`src/rtl/shader_pkg.sv`:
```
// Shared constants and state encoding for the tiny shader pipeline.
// Imported by the scheduler, execute unit and timing generator.
package shader_pkg;

    localparam int NUM_INSTR = 16;
    localparam int ADDR_W    = $clog2(NUM_INSTR);
    localparam int INSTR_W   = 8;
    localparam int MIN_SLOT  = NUM_INSTR + 3;

    localparam logic [ADDR_W-1:0] LAST_PC = ADDR_W'(NUM_INSTR - 1);

    typedef enum logic [1:0] {
        IDLE,
        RUN,
        DRAIN,
        LATCH
    } sched_state_t;

endpackage

```
`src/rtl/shader_scheduler.sv`:
```
// Per-pixel program sequencer; owns the shader-memory port during a run
// and grants loader writes only while idle.
import shader_pkg::*;

module shader_scheduler (
    input  logic               clk,
    input  logic               reset,
    input  logic               slot_start,
    input  logic               halt,
    input  logic               wr_req,
    input  logic [ADDR_W-1:0]  wr_addr,
    input  logic [INSTR_W-1:0] wr_data,
    output logic               wr_ack,
    output logic [ADDR_W-1:0]  mem_addr,
    output logic               mem_we,
    output logic [INSTR_W-1:0] mem_wdata,
    output logic               exec_valid,
    output logic               exec_first,
    output logic               color_latch,
    output logic               busy,
    output logic               overrun
);

    sched_state_t      state_q, state_d;
    logic [ADDR_W-1:0] pc_q, pc_d;
    logic              exec_valid_q, exec_valid_d;
    logic              exec_first_q, exec_first_d;
    logic              color_latch_q, color_latch_d;
    logic              busy_q, busy_d;
    logic              overrun_q, overrun_d;

    logic idle;
    logic start_run;
    logic grant;

    assign idle      = (state_q == IDLE);
    assign start_run = idle && slot_start && !halt;
    // A starting run takes the port; the loader retries next idle cycle.
    assign grant     = idle && wr_req && !start_run && !reset;

    always_comb begin
        state_d       = state_q;
        pc_d          = pc_q;
        exec_valid_d  = (state_q == RUN);
        exec_first_d  = (state_q == RUN) && (pc_q == '0);
        color_latch_d = (state_q == DRAIN);
        overrun_d     = overrun_q | (slot_start && !idle);
        case (state_q)
            IDLE: begin
                if (start_run) begin
                    state_d = RUN;
                    pc_d    = '0;
                end
            end
            RUN: begin
                pc_d = pc_q + 1'b1;
                if (pc_q == LAST_PC) begin
                    state_d = DRAIN;
                end
            end
            DRAIN:   state_d = LATCH;
            LATCH:   state_d = IDLE;
            default: state_d = IDLE;
        endcase
        busy_d = (state_d != IDLE);
    end

    always_ff @(posedge clk or posedge reset) begin
        if (reset) begin
            state_q       <= IDLE;
            pc_q          <= '0;
            exec_valid_q  <= 1'b0;
            exec_first_q  <= 1'b0;
            color_latch_q <= 1'b0;
            busy_q        <= 1'b0;
            overrun_q     <= 1'b0;
        end else begin
            state_q       <= state_d;
            pc_q          <= pc_d;
            exec_valid_q  <= exec_valid_d;
            exec_first_q  <= exec_first_d;
            color_latch_q <= color_latch_d;
            busy_q        <= busy_d;
            overrun_q     <= overrun_d;
        end
    end

    always_comb begin
        mem_we    = grant;
        wr_ack    = grant;
        mem_wdata = grant ? wr_data : '0;
        if (grant) begin
            mem_addr = wr_addr;
        end else if (state_q == RUN) begin
            mem_addr = pc_q;
        end else begin
            mem_addr = '0;
        end
    end

    assign exec_valid  = exec_valid_q;
    assign exec_first  = exec_first_q;
    assign color_latch = color_latch_q;
    assign busy        = busy_q;
    assign overrun     = overrun_q;

endmodule
```
`config.mk`:
```
export PLATFORM = sky130hd
export DESIGN_NAME = shader_scheduler
export DESIGN_NICKNAME = d
export VERILOG_FILES = /design/src/rtl/shader_pkg.sv /design/src/rtl/shader_scheduler.sv
export SDC_FILE = /design/constraint.sdc
export NUM_CORES = 1
export LEC_CHECK = 0
export ABC_AREA = 0
export CORE_AREA = 5 5 48 46
export DETAILED_ROUTE_END_ITERATION = 12
export DIE_AREA = 0 0 53 51
export PLACE_DENSITY = 0.83
export SYNTH_ARGS = -nofsm -noshare
export SYNTH_HDL_FRONTEND = slang
export SYNTH_SLANG_ARGS = --single-unit
export TNS_END_PERCENT = 5
```
`constraint.sdc`:
```
create_clock -name clk -period 2.9 [get_ports clk]
set_input_delay 0.725 -clock clk [delete_from_list [all_inputs] [get_ports clk]]
set_output_delay 0.725 -clock clk [all_outputs]
set_load 0.01 [all_outputs]
```
==> Word-level counts from Yosys, hierarchy flattened <==
Cells that the tools add are included.
{ "totals": {"ff_bits": 11, "latch_bits": 0, "ram_bits": 0, "rom_bits": 0, "output_inout_bits": 19, "mem_count": 0} }
{ "op_classes": {"addsub": 1, "multipliers": 0, "div_mod_pow": 0, "n_lt_le_gt_ge": 0, "n_eq_ne": 5, "shifts": 0, "mux": 8, "bitwise_logic": 1, "n_reduce_logical": 16} }
{ "op_table": {"columns": ["operator", "count"], "rows": [
  ["$mux W4", 3],
  ["$mux W8", 1],
  ["$pmux W2 S4", 1],
  ["$pmux W4 S2", 1],
  ["$logic_and A1 B1 Y1", 7],
  ["$add A4 B1 Y4 const B", 1],
  ["$eq A2 B2 Y1 const B", 2],
  ["$eq A4 B4 Y1 const B", 1],
  ["$logic_not A1 Y1", 4],
  ["$logic_not A4 Y1", 1],
  ["$mux W2", 2],
  ["$reduce_bool A2 Y1", 2],
  ["$eq A2 B1 Y1 const B", 1],
  ["$logic_not A2 Y1", 1],
  ["$ne A2 B1 Y1 const B", 1],
  ["$reduce_and A2 Y1", 1],
  ["$or A1 B1 Y1", 1]
]} }

==> Longest topological paths before layout <==
Gate-level depths: netlist of the first run.
{ "logic_depth": {"depth_word": 7, "mapped_depth": 4} }

==> Worst setup path after synthesis of the first run <==
No wires, ideal clock.
{ "synth_timing": {"path_kind": "input-to-output", "from": "input slot_start", "to": "output mem_wdata[0]", "arrival_ps": 1503, "slack_ps": 672, "cell_stages": 4, "path_cell_list": "nor2b_2 > nor4_4 > buf_6 > and2_1"} }
{ "synth_via": {"elab_chain_len": 6} }
{ "synth_lines": {"columns": ["item", "line", "source"], "rows": [
  ["start, declared", "shader_scheduler.sv:8", "input logic slot_start,"],
  ["$logic_and A1 B1 Y1 (2 in a row)", "shader_scheduler.sv:37", "assign start_run = idle && slot_start && !halt;"],
  ["$logic_not A1 Y1", "shader_scheduler.sv:39", "assign grant = idle && wr_req && !start_run && !reset;"],
  ["$logic_and A1 B1 Y1 (2 in a row)", "shader_scheduler.sv:39", null],
  ["via mem_we", "shader_scheduler.sv:15", "output logic mem_we,"],
  ["$mux W8", "shader_scheduler.sv:91", "mem_wdata = grant ? wr_data : '0;"],
  ["end, declared", "shader_scheduler.sv:16", "output logic [INSTR_W-1:0] mem_wdata,"]
]} }
The timed path passes the listed nets, and every way through them passes these cells.

==> Worst setup path after layout of the first run <==
{ "layout_timing": {"from": "input slot_start", "to": "output mem_wdata[6]"} }
{ "layout_via": {"elab_chain_len": 6} }
{ "layout_lines": {"columns": ["item", "line"], "rows": [
  ["$logic_and A1 B1 Y1 (2 in a row)", "shader_scheduler.sv:37"],
  ["$logic_not A1 Y1", "shader_scheduler.sv:39"],
  ["$logic_and A1 B1 Y1 (2 in a row)", "shader_scheduler.sv:39"],
  ["$mux W8", "shader_scheduler.sv:91"]
]} }
No other way between the ends.

==> results of run 1 <==
registers in the layout, indices dropped and copies added (netlist names):
name,count
overrun,1
pc_q,4
state_q,2
exec_valid,1
busy,1
exec_first,1
color_latch,1
layer usage:
metal | wire, µm | vias to the layer above
met1 | 609 | 254
met3 | 94 | 2
met2 | 764 | 13
li1 | - | 271
met5 | 0 | -
met4 | 16 | 0
how the worst max path moves through the flow:
| stage | slack (ns) | from | depth (start not counted) | end |
|---|---|---|---|---|
| floorplan | 0.67 | slot_start | 4 | mem_wdata[0] |
| global placement | -0.21 | slot_start | 6 | mem_addr[0] |
| detailed placement | -0.23 | slot_start | 6 | mem_wdata[6] |
| CTS | 0.06 | slot_start | 6 | mem_wdata[6] |
| global route | 0.003 | slot_start | 6 | mem_wdata[6] |
| finish | 0.07 | slot_start | 6 | mem_wdata[6] |
cell type report:
cell class / instances / area, µm²
multi-input cells: 38 / 289
repair buffers: 37 / 352
well taps: 24 / 30.0
clock buffers: 4 / 26.3
fillers: 155 / 642
flip-flops and latches: 11 / 275
inverters: 4 / 15.0
through the flow:
step | setup TNS, ns | util
4_1_cts | 0 | 0.606
5_1_grt | 0 | 0.606
2_1_floorplan | 0 | -
3_3_place_gp | -2.57 | 0.598
6_report | 0 | 0.606
3_5_place_dp | -2.82 | 0.598
cell families (layout without fill, tap and decap cells):
logic type | after synthesis | count (layout)
compound gates | 12 | 12
fa+ha+maj | 2 | 2
buf+inv | 8 | 45
flops | 11 | 11
mux | 2 | 2
simple gates | 22 | 22
power breakdown:
group	internal [W]	switching (W)	leakage, nW
Clock	0.0000532	0.0000469	0.0150
Combinational	0.000218	0.000162	0.336
Sequential	0.000209	0.0000683	0.128
layout by cell type, fill, tap and decap left out:
cell type | synthesis | layout
buf_6 | 2 | 1
a21oi_1 | 2 | 2
inv_1 | 4 | 4
nor2b_1 | 1 | 1
clkbuf_4 | 0 | 3
nor4_4 | 1 | 1
buf_4 | 2 | 1
dfrtp_1 | 11 | 11
nor3_1 | 2 | 2
o21ai_0 | 1 | 1
dlygate4sd2_1 | 0 | 14
and2_1 | 8 | 8
clkbuf_1 | 0 | 1
nor2_1 | 1 | 1
clkdlybuf4s50_1 | 0 | 21
mux2_2 | 2 | 2
a211o_1 | 1 | 1
nor4b_1 | 1 | 1
o21bai_1 | 2 | 2
nand2b_1 | 4 | 4
and3_1 | 1 | 1
nor2b_2 | 1 | 1
ha_1 | 2 | 2
nand3_1 | 2 | 2
a22o_1 | 6 | 6
==> summary.md, run 1 <==
| Metric | Value |
|---|---|
| # IOs | `36` |
| Vias in the first global route | `508` |
| Slew Limit Fails | `0` |
| Avg WL per Cell | `12.6 µm` |
| Postcts setup bufs | `0` |
| Synth cell count leaders | `11 x dfrtp_1, 8 x and2_1, 6 x a22o_1` |
| Die Y | `51 µm` |
| Final hold vios | `0` |
| Final setup fails | `0` |
| Worst VDD drop | `0.614 mV` |
| Layout area overhead | `60.0%` |
| Final #Nets | `114` |
| Flops & latches, synth | `11` |
| Worst reg2reg path endpoint | `pc_q[0]$_DFFE_PP0P_` |
| Post-synth top area share | `0.446` |
| Post-synth top area cell | `dfrtp_1` |
| GP Congestion | `0.734` |
| Register area share after synthesis | `0.446` |
| Mux contribution to synthesized area | `0.0365` |
| Critical Path, Cell by Cell | `clkdlybuf4s50_1 > nor2b_2 > nor4_4 > buf_6 > and2_1 > dlygate4sd2_1` |
| Clk slew on worst S/H paths | `0.06 ns` |
| Initial Util | `0.379` |
| Worst Clk Skew | `0.00414 ns` |
| Antenna Violating Nets Remaining | `0` |
| Design area | `987 µm²` |
| Total gr overflow | `0` |
| DR pass1 iterations | `3` |
| Final period util | `0.975` |
| CTS buffer count | `3` |
| CTS root buf | `clkbuf_4` |
| Site Rows | `14` |
| Dpl ws | `-0.231 ns` |
| Compound-Gate Fraction of Synth Area | `0.148` |
| Post-CTS resize count | `15` |
| Total Power | `0.000758 W` |
| R2R setup slack | `1.63 ns` |
| Largest delay contributor family on the critical path | `buffers and inverters` |
| Adder-cell share of the synthesized area | `0.0406` |
| Min-Delay Path Class | `reg -> reg` |
| Mapped Area | `617 µm²` |
| CP startpoint kind | `input pin` |
| Async SR Flop Fraction | `1.00` |
| Max_cap viols | `0` |
| Via density | `4.58` |
| CTS tree | `done` |
| Hold slack final | `0.466 ns` |
| Post-DP Area | `975 µm²` |
| Area contributors post-synth | `dfrtp_1 45%, a22o_1 8.5%, and2_1 8.1%, ha_1 4.1%, nand2b_1 4.1%` |
| First-pass GRT wire length | `2.53 mm` |
| Worst slew margin | `0.729` |
| Largest family of logic cells by synthesized area | `simple AND/OR/NAND/NOR gates` |
| PortBufs | `35` |
| Hold Path End | `overrun$_DFF_PP0_` |
| Worst r2r path cells | `3` |
| Xor and xnor area share after synthesis | `0` |
| Outcome | `finished clean` |
| CP bufs+invs | `3` |
| Syn_nets | `76` |
| Share of cells above drive strength 1 | `0.0957` |
| Hold Path Origin | `overrun$_DFF_PP0_` |
| GR Util All Layers | `0.127` |
| DRC viols | `0` |
| Ys flop type | `dfrtp_1` |
| Power per cell area | `768 nW/µm²` |
| Crit path kind | `in -> out` |
| CTS sink cnt | `11` |
| Leak | `0.479 nW` |
| CP peak stage delay | `0.41 ns` |
| Tmin final | `2.83 ns` |
| Simple-Gate Fraction of Synth Area | `0.243` |
| Syn Inst Count | `57` |
| Most Crowded Layer GR | `met2` |
| Post-CTS Hold Buffers | `0` |
| Hold Path Cell Cnt | `1` |
| Syn avg cell area | `10.8 µm²` |
| CP Capture Type | `output pin` |
| Die ar. | `2700 µm²` |
| Critical Path AT | `2.10 ns` |
| Placeable Area | `1630 µm²` |
| Setup ws final | `0.0716 ns` |
| Worst r2r src | `state_q[1]$_DFF_PP0_` |
| Largest net degree at the start of global routing | `15` |
| Clock Tree Buf Depth | `2` |
| Clock latency on the worst-skew pair | `0.26 ns` |
| Critical path peak fanout | `14` |
| M3 GR Usage | `0.0552` |
| Initial detailed-routing violation count | `7` |
| RSZ-0062 raised after global routing | `false` |
| Ant diodes | `0` |
| Fmax | `0.354 GHz` |
| Worst-Margin Slew | `0.406 ns` |
| Post-Layout Cell Count | `118` |
| Die Width | `53 µm` |
| Most common cell in the netlist | `dfrtp_1` |
| Via count | `540` |
| CP max stage cell | `clkdlybuf4s50_1` |
| Distinct cell type count after synthesis | `21` |
| H-tree levels | `1` |
| Initial antenna violation count | `0` |
| Dpl cells | `114` |
| Dpl hpwl | `1.23 mm` |
| Total wire length | `1.48 mm` |
| Required @ worst endpoint | `2.17 ns` |
| EDFF count, synth | `0` |
| Met2 Use GR | `0.217` |
| Global Route met1 Usage | `0.148` |
| Ys Warns | `0` |
No activity file was read; power rests on OpenSTA's default activity.
==> inputs of run 2 (changes only) <==
--- a/config.mk
+++ b/config.mk
@@ -9,6 +9,7 @@
 export CORE_AREA = 5 5 48 46
 export DETAILED_ROUTE_END_ITERATION = 12
 export DIE_AREA = 0 0 53 51
+export GPL_TIMING_DRIVEN = 0
 export PLACE_DENSITY = 0.83
 export SYNTH_ARGS = -nofsm -noshare
 export SYNTH_HDL_FRONTEND = slang
==> summary.md, run 2 (same netlist as run 1, synthesis figures left out) <==
| Metric | Value |
|---|---|
| Most common cell after layout, fill and taps aside | `clkdlybuf4s50_1` |
| Combinational Power Share | `0.551 (+0.049)` |
| # IOs | `36 (unchanged)` |
| Cell-internal power | `0.000511 W (+6.3%)` |
| Post-DP Area | `997 µm² (+2.3%)` |
| Min-Delay Path Class | `reg -> reg` |
| Clock latency on the worst-skew pair | `0.27 ns (about the same)` |
| Avg WL per Cell | `13.9 µm (+10%)` |
| DRC viols | `0 (unchanged)` |
| Final period util | `0.965 (-0.0100)` |
| Setup_tns | `0 ns (unchanged)` |
| PortBufs | `35 (unchanged)` |
| RSZ-0062 raised after global routing | `false` |
| Fmax | `0.357 GHz (+1.0%)` |
| Initial detailed-routing violation count | `4 (-3)` |
| Fin util | `0.640 (+0.0338)` |
| CTS root buf | `clkbuf_4` |
| Largest net degree at the start of global routing | `12 (-3)` |
| GP Congestion | `0.695 (-5.2%)` |
| Area of the multi-input gates | `294 µm² (+1.7%)` |
| Design area | `1040 µm² (+5.6%)` |
| Dpl hpwl | `1.35 mm (+10%)` |
| Sw Share | `0.366 (+0.000393)` |
| Initial antenna violation count | `0 (unchanged)` |
| H-tree levels | `1 (unchanged)` |
| Fill count | `147 (-5.2%)` |
| Via density | `4.57 (about the same)` |
| Tmin final | `2.80 ns (-0.0291 ns)` |
| P_sw | `0.000296 W (+6.5%)` |
| R2R setup slack | `1.66 ns (+0.03 ns)` |
| Worst-Margin Slew | `0.418 ns (+0.0118 ns)` |
| Slew Limit Fails | `0 (unchanged)` |
| Worst slew margin | `0.721 (-0.00788)` |
| CP Capture Type | `output pin` |
| Power per cell area | `774 nW/µm² (+0.79%)` |
| Total gr overflow | `0 (unchanged)` |
| GR Util All Layers | `0.149 (+0.0215)` |
| CTS tree | `done` |
| Max_cap viols | `0 (unchanged)` |
| Clk slew on worst S/H paths | `0.07 ns (about the same)` |
| Die Width | `53 µm (unchanged)` |
| Initial Util | `0.379 (unchanged)` |
| Vias in the first global route | `598 (+18%)` |
| Total Power | `0.000807 W (+6.4%)` |
| Placeable Area | `1630 µm² (unchanged)` |
| Worst Clk Skew | `0.000942 ns (-0.00320 ns)` |
| Die Y | `51 µm (unchanged)` |
| Critical Path AT | `2.07 ns (-0.03 ns)` |
| Clock Tree Buf Depth | `2 (unchanged)` |
| DR pass1 iterations | `4 (+1)` |
| Most frequent cells in the layout | `19 x clkdlybuf4s50_1, 11 x dfrtp_1, 9 x buf_4, 9 x buf_2, 8 x and2_1` |
| Reg area | `275 µm² (unchanged)` |
| CP startpoint kind | `input pin` |
| Layout area overhead | `69.0%` |
| Outcome | `finished clean` |
| Crit path kind | `in -> out` |
| Via count | `581 (+7.6%)` |
| Critical path peak fanout | `3 (-11)` |
| Ant diodes | `0 (unchanged)` |
| Worst VDD drop | `0.514 mV (-16%)` |
| Largest register FFs | `4 (unchanged)` |
| Required @ worst endpoint | `2.17 ns (about the same)` |
| Final setup fails | `0 (unchanged)` |
| Antenna Violating Nets Remaining | `0 (unchanged)` |
| CTS sink cnt | `11 (unchanged)` |
| Clock network fraction of total power | `0.132 (about the same)` |
| First-pass GRT wire length | `2.89 mm (+14%)` |
| Final #Nets | `123 (+7.9%)` |
| Die ar. | `2700 µm² (unchanged)` |
| Site Rows | `14 (unchanged)` |
| Share of cells above drive strength 1 | `0.291 (+0.196)` |
| Leak | `0.523 nW (+9.2%)` |
| Total wire length | `1.76 mm (+19%)` |
| CTS buffer count | `3 (unchanged)` |
| Final hold vios | `0 (unchanged)` |
| Biggest register | `pc_q` |
| Largest regs | `pc_q x4, state_q x2` |
| Sequential power share | `0.316 (-0.050)` |
[run 2: changes by cell type in the layout (fill, tap and decap cells not counted), sizes merged]
cell,delta
clkdlybuf4s50,-2
buf,+19
clkdlybuf4s15,+2
dlymetal6s2s,+2
dlygate4sd2,-12
[run 2: worst max-delay path: stages]
cell and delay (ns):
clkdlybuf4s50_1 0.41, nand2b_1 0.18, nor4_4 0.15, buf_4 0.16, buf_6 0.09, buf_4 0.10, and2_1 0.12, buf_2 0.14
[run 2: power groups by stage]
stage / combinational [W] / clock, W / sequential (W)
after floorplan: 0.000262 / 0 / 0.000257
after global placement: 0.000445 / 0 / 0.000254
after detailed placement: 0.000463 / 0 / 0.000257
after CTS: 0.000452 / 0.000110 / 0.000254
after global routing: 0.000484 / 0.000114 / 0.000263
final: 0.000445 / 0.000107 / 0.000255
[run 2: path summary, 6_finish.rpt]
kind | start | to | depth (start not counted)
max reg2reg | pc_q[1]$_DFFE_PP0P_ | pc_q[2]$_DFFE_PP0P_ | 3
min | overrun$_DFF_PP0_ | overrun$_DFF_PP0_ | 1
max in group asynchronous | reset | pc_q[0]$_DFFE_PP0P_ | 2
min in group asynchronous | reset | color_latch$_DFF_PP0_ | 2
min reg2reg | overrun$_DFF_PP0_ | overrun$_DFF_PP0_ | 1
max | reset | mem_wdata[4] | 8
[run 2: cell type report]
class,instances,share of cell area
Timing Repair Buffer,42,0.349
Clock buffer,4,0.0252
Multi-Input combinational cell,38,0.282
Tap cell,24,0.0288
Inverter,4,0.0144
Sequential cell,11,0.264
Buffer,4,0.0360
[run 2: layer usage]
layer,wire length [µm],part of all wire,track usage,up-vias
li1,-,-,-,286
met1,719,0.41,0.177,278
met2,940,0.53,0.250,13
met3,59,0.033,0.0203,4
met4,42,0.024,0.0936,0
met5,0,0,0,-
[run 2: through the flow]
step | cells | setup WS (ns) | hold slack [ns]
final | 127 | 0.101 | 0.475
after global routing | 127 | 0.0137 | 0.492
after CTS | 127 | -0.0202 | 0.472
after detailed placement | 116 | -0.374 | 0.456
after global placement | 116 | -0.326 | 0.450
after floorplan | 57 | 0.672 | 0.490
[run 2: timing repair]
item | CTS | global route
cloned | 1 | 0
setup endpoints to repair | 14 | 10
pin swaps | 1 | 1
resized for setup | 48 | 2
hold buffers | 0 | 0
buffers inserted | 6 | 0
==> inputs of run 3 (changes only) <==
--- a/config.mk
+++ b/config.mk
@@ -6,11 +6,12 @@
 export NUM_CORES = 1
 export LEC_CHECK = 0
 export ABC_AREA = 0
-export CORE_AREA = 5 5 48 46
+export CORE_AREA = 5 5 50 48
 export DETAILED_ROUTE_END_ITERATION = 12
-export DIE_AREA = 0 0 53 51
+export DIE_AREA = 0 0 55 53
 export GPL_TIMING_DRIVEN = 0
-export PLACE_DENSITY = 0.83
+export MAX_ROUTING_LAYER = met4
+export PLACE_DENSITY = 0.77
 export SYNTH_ARGS = -nofsm -noshare
 export SYNTH_HDL_FRONTEND = slang
 export SYNTH_SLANG_ARGS = --single-unit
==> constraint.sdc (replaced) <==
create_clock -name clk -period 3.15 [get_ports clk]
set_input_delay 0.7875 -clock clk [delete_from_list [all_inputs] [get_ports clk]]
set_output_delay 0.7875 -clock clk [all_outputs]
set_load 0.01 [all_outputs]
==> summary.md, run 3 (same netlist as run 1, synthesis figures left out) <==
| Metric | Value |
|---|---|
| Total gr overflow | `0 (unchanged)` |
| Die Y | `53 µm (+3.9%)` |
| Leak | `0.492 nW (-5.8%)` |
| Required @ worst endpoint | `2.36 ns (+0.19 ns)` |
| Setup_tns | `0 ns (unchanged)` |
| Most frequent cells in the layout | `21 x clkdlybuf4s50_1, 13 x dlygate4sd2_1, 11 x dfrtp_1` |
| Share of cells above drive strength 1 | `0.134 (-0.157)` |
| Sw Share | `0.363 (-0.00366)` |
| CTS sink cnt | `11 (unchanged)` |
| Initial antenna violation count | `0 (unchanged)` |
| Final period util | `0.953` |
| Dpl hpwl | `1.26 mm (-7.1%)` |
| P_sw | `0.000260 W (-12%)` |
| Worst-Margin Slew | `0.404 ns (-0.0143 ns)` |
| Worst setup path start | `slot_start` |
| R2R setup slack | `1.92 ns (+0.26 ns)` |
| Antenna Violating Nets Remaining | `0 (unchanged)` |
| GP Congestion | `0.742 (+6.7%)` |
| CP Capture Point | `mem_addr[3]` |
| CTS tree | `done` |
| CP startpoint kind | `input pin` |
| Avg WL per Cell | `12.7 µm (-8.8%)` |
| Fmax | `0.333 GHz` |
| Largest register FFs | `4 (unchanged)` |
| Vias in the first global route | `502 (-16%)` |
| GR Util All Layers | `0.127 (-0.0219)` |
| Critical Path AT | `2.21 ns (+0.14 ns)` |
| Setup ws final | `0.148 ns (+0.0476 ns)` |
| Tmin final | `3.00 ns` |
| Worst slew margin | `0.730 (+0.00957)` |
| Ant diodes | `0 (unchanged)` |
| CTS buffer count | `3 (unchanged)` |
| Total wire length | `1.54 mm (-12%)` |
| Final setup fails | `0 (unchanged)` |
| Worst r2r path cells | `3 (unchanged)` |
| PortBufs | `35 (unchanged)` |
| H-tree levels | `1 (unchanged)` |
| Worst r2r src | `pc_q[1]$_DFFE_PP0P_` |
| DRC viols | `0 (unchanged)` |
| Critical path peak fanout | `3 (unchanged)` |
| Final hold vios | `0 (unchanged)` |
| CTS root buf | `clkbuf_4` |
| Dpl ws | `-0.243 ns (+0.131 ns)` |
| First-pass GRT wire length | `2.55 mm (-12%)` |
| Post-CTS Hold Buffers | `0 (unchanged)` |
| Clock latency on the worst-skew pair | `0.26 ns (about the same)` |
| Dpl cells | `117 (+0.86%)` |
| Power per cell area | `708 nW/µm² (-8.6%)` |
| Placeable Area | `1820 µm² (+12%)` |
| Largest regs | `pc_q x4, state_q x2` |
| Total Power | `0.000717 W (-11%)` |
| Combinational Power Share | `0.543 (-0.008)` |
| Layout area overhead | `64.3%` |
| Slew Limit Fails | `0 (unchanged)` |
| Final #Nets | `117 (-4.9%)` |
| Initial detailed-routing violation count | `5 (+1)` |
| Most common cell after layout, fill and taps aside | `clkdlybuf4s50_1` |
| CP Capture Type | `output pin` |
| Largest net degree at the start of global routing | `12 (unchanged)` |
| Outcome | `finished clean` |
| Min-Delay Path Class | `reg -> reg` |
| Worst VDD drop | `0.366 mV (-29%)` |
| Cell-internal power | `0.000457 W (-11%)` |
| Worst Clk Skew | `0.00430 ns (+0.00336 ns)` |
| Sequential power share | `0.327 (+0.011)` |
| Crit path kind | `in -> out` |
| Worst reg2reg path endpoint | `pc_q[2]$_DFFE_PP0P_` |
| Initial Util | `0.339 (-0.0398)` |
| # IOs | `36 (unchanged)` |
| Die Width | `55 µm (+3.8%)` |
| Clock Tree Buf Depth | `2 (unchanged)` |
| Biggest register | `pc_q` |
| Site Rows | `15 (+1)` |
| Clock network fraction of total power | `0.130 (-0.002)` |
| DR pass1 iterations | `2 (-2)` |
| Via count | `534 (-8.1%)` |
| Clk slew on worst S/H paths | `0.06 ns (about the same)` |
| Post-Layout Cell Count | `122 (-3.9%)` |
| Die ar. | `2920 µm² (+7.8%)` |
| Max_cap viols | `0 (unchanged)` |
| Via density | `4.38 (-4.3%)` |
| RSZ-0062 raised after global routing | `false` |
-- run 3: cell types whose count changed in the layout (fill, tap and decap cells not counted), sizes merged --
cell / before / now
dlygate4sd2: 2 / 13
clkdlybuf4s50: 19 / 21
dlymetal6s2s: 2 / 0
clkdlybuf4s15: 2 / 0
buf: 21 / 6
-- run 3: per-layer routing --
layer / vias up / global-route usage / wire length (µm)
li1: 276 / - / -
met2: 10 / 0.211 / 803
met3: 2 / 0.0338 / 77
met1: 246 / 0.150 / 646
met5: - / - / 0
met4: 0 / 0.0364 / 17
-- run 3: power groups by stage --
stage | sequential [W] | clock [W] | combinational [W]
floorplan | 0.000236 | 0 | 0.000241
global placement | 0.000234 | 0 | 0.000413
detailed placement | 0.000237 | 0 | 0.000421
CTS | 0.000235 | 0.0000964 | 0.000395
global route | 0.000246 | 0.000105 | 0.000431
finish | 0.000234 | 0.0000933 | 0.000389
-- run 3: through the flow --
stage | area [µm²] | util | hold WS [ns]
2_1_floorplan | 617 | - | 0.490
3_3_place_gp | 998 | 0.548 | 0.450
3_5_place_dp | 998 | 0.548 | 0.459
4_1_cts | 1010 | 0.557 | 0.475
5_1_grt | 1010 | 0.557 | 0.527
6_report | 1010 | 0.557 | 0.465
-- run 3: cell type report --
| cell class | count | area (µm²) |
|---|---|---|
| plain buffers | 4 | 37.5 |
| clock buffers | 4 | 26.3 |
| fillers | 178 | 807 |
| inverters | 4 | 15.0 |
| multi-input cells | 38 | 289 |
| flip-flops and latches | 11 | 275 |
| well taps | 25 | 31.3 |
| repair buffers | 36 | 339 |
-- run 3: worst min-delay path by stage --
| stage | end | depth (start not counted) | startpoint |
|---|---|---|---|
| after floorplan | exec_first$_DFF_PP0_ | 1 | pc_q[3]$_DFFE_PP0P_ |
| after global placement | overrun$_DFF_PP0_ | 1 | overrun$_DFF_PP0_ |
| after detailed placement | overrun$_DFF_PP0_ | 1 | overrun$_DFF_PP0_ |
| after CTS | overrun$_DFF_PP0_ | 1 | overrun$_DFF_PP0_ |
| after global routing | overrun$_DFF_PP0_ | 1 | overrun$_DFF_PP0_ |
| final | overrun$_DFF_PP0_ | 1 | overrun$_DFF_PP0_ |
-- run 3: critical path, stage by stage --
cell	delay, ns
clkdlybuf4s50_1	0.41
nor2b_2	0.19
nor4_4	0.26
buf_4	0.18
a22o_1	0.12
dlygate4sd2_1	0.27
-- run 3: repair_timing --
| action | CTS | global route |
|---|---|---|
| gates cloned | 0 | 0 |
| endpoints found under the setup margin | 14 | 4 |
| buffers inserted | 1 | 0 |
| gates resized for setup | 14 | 0 |
| pin swaps | 1 | 1 |
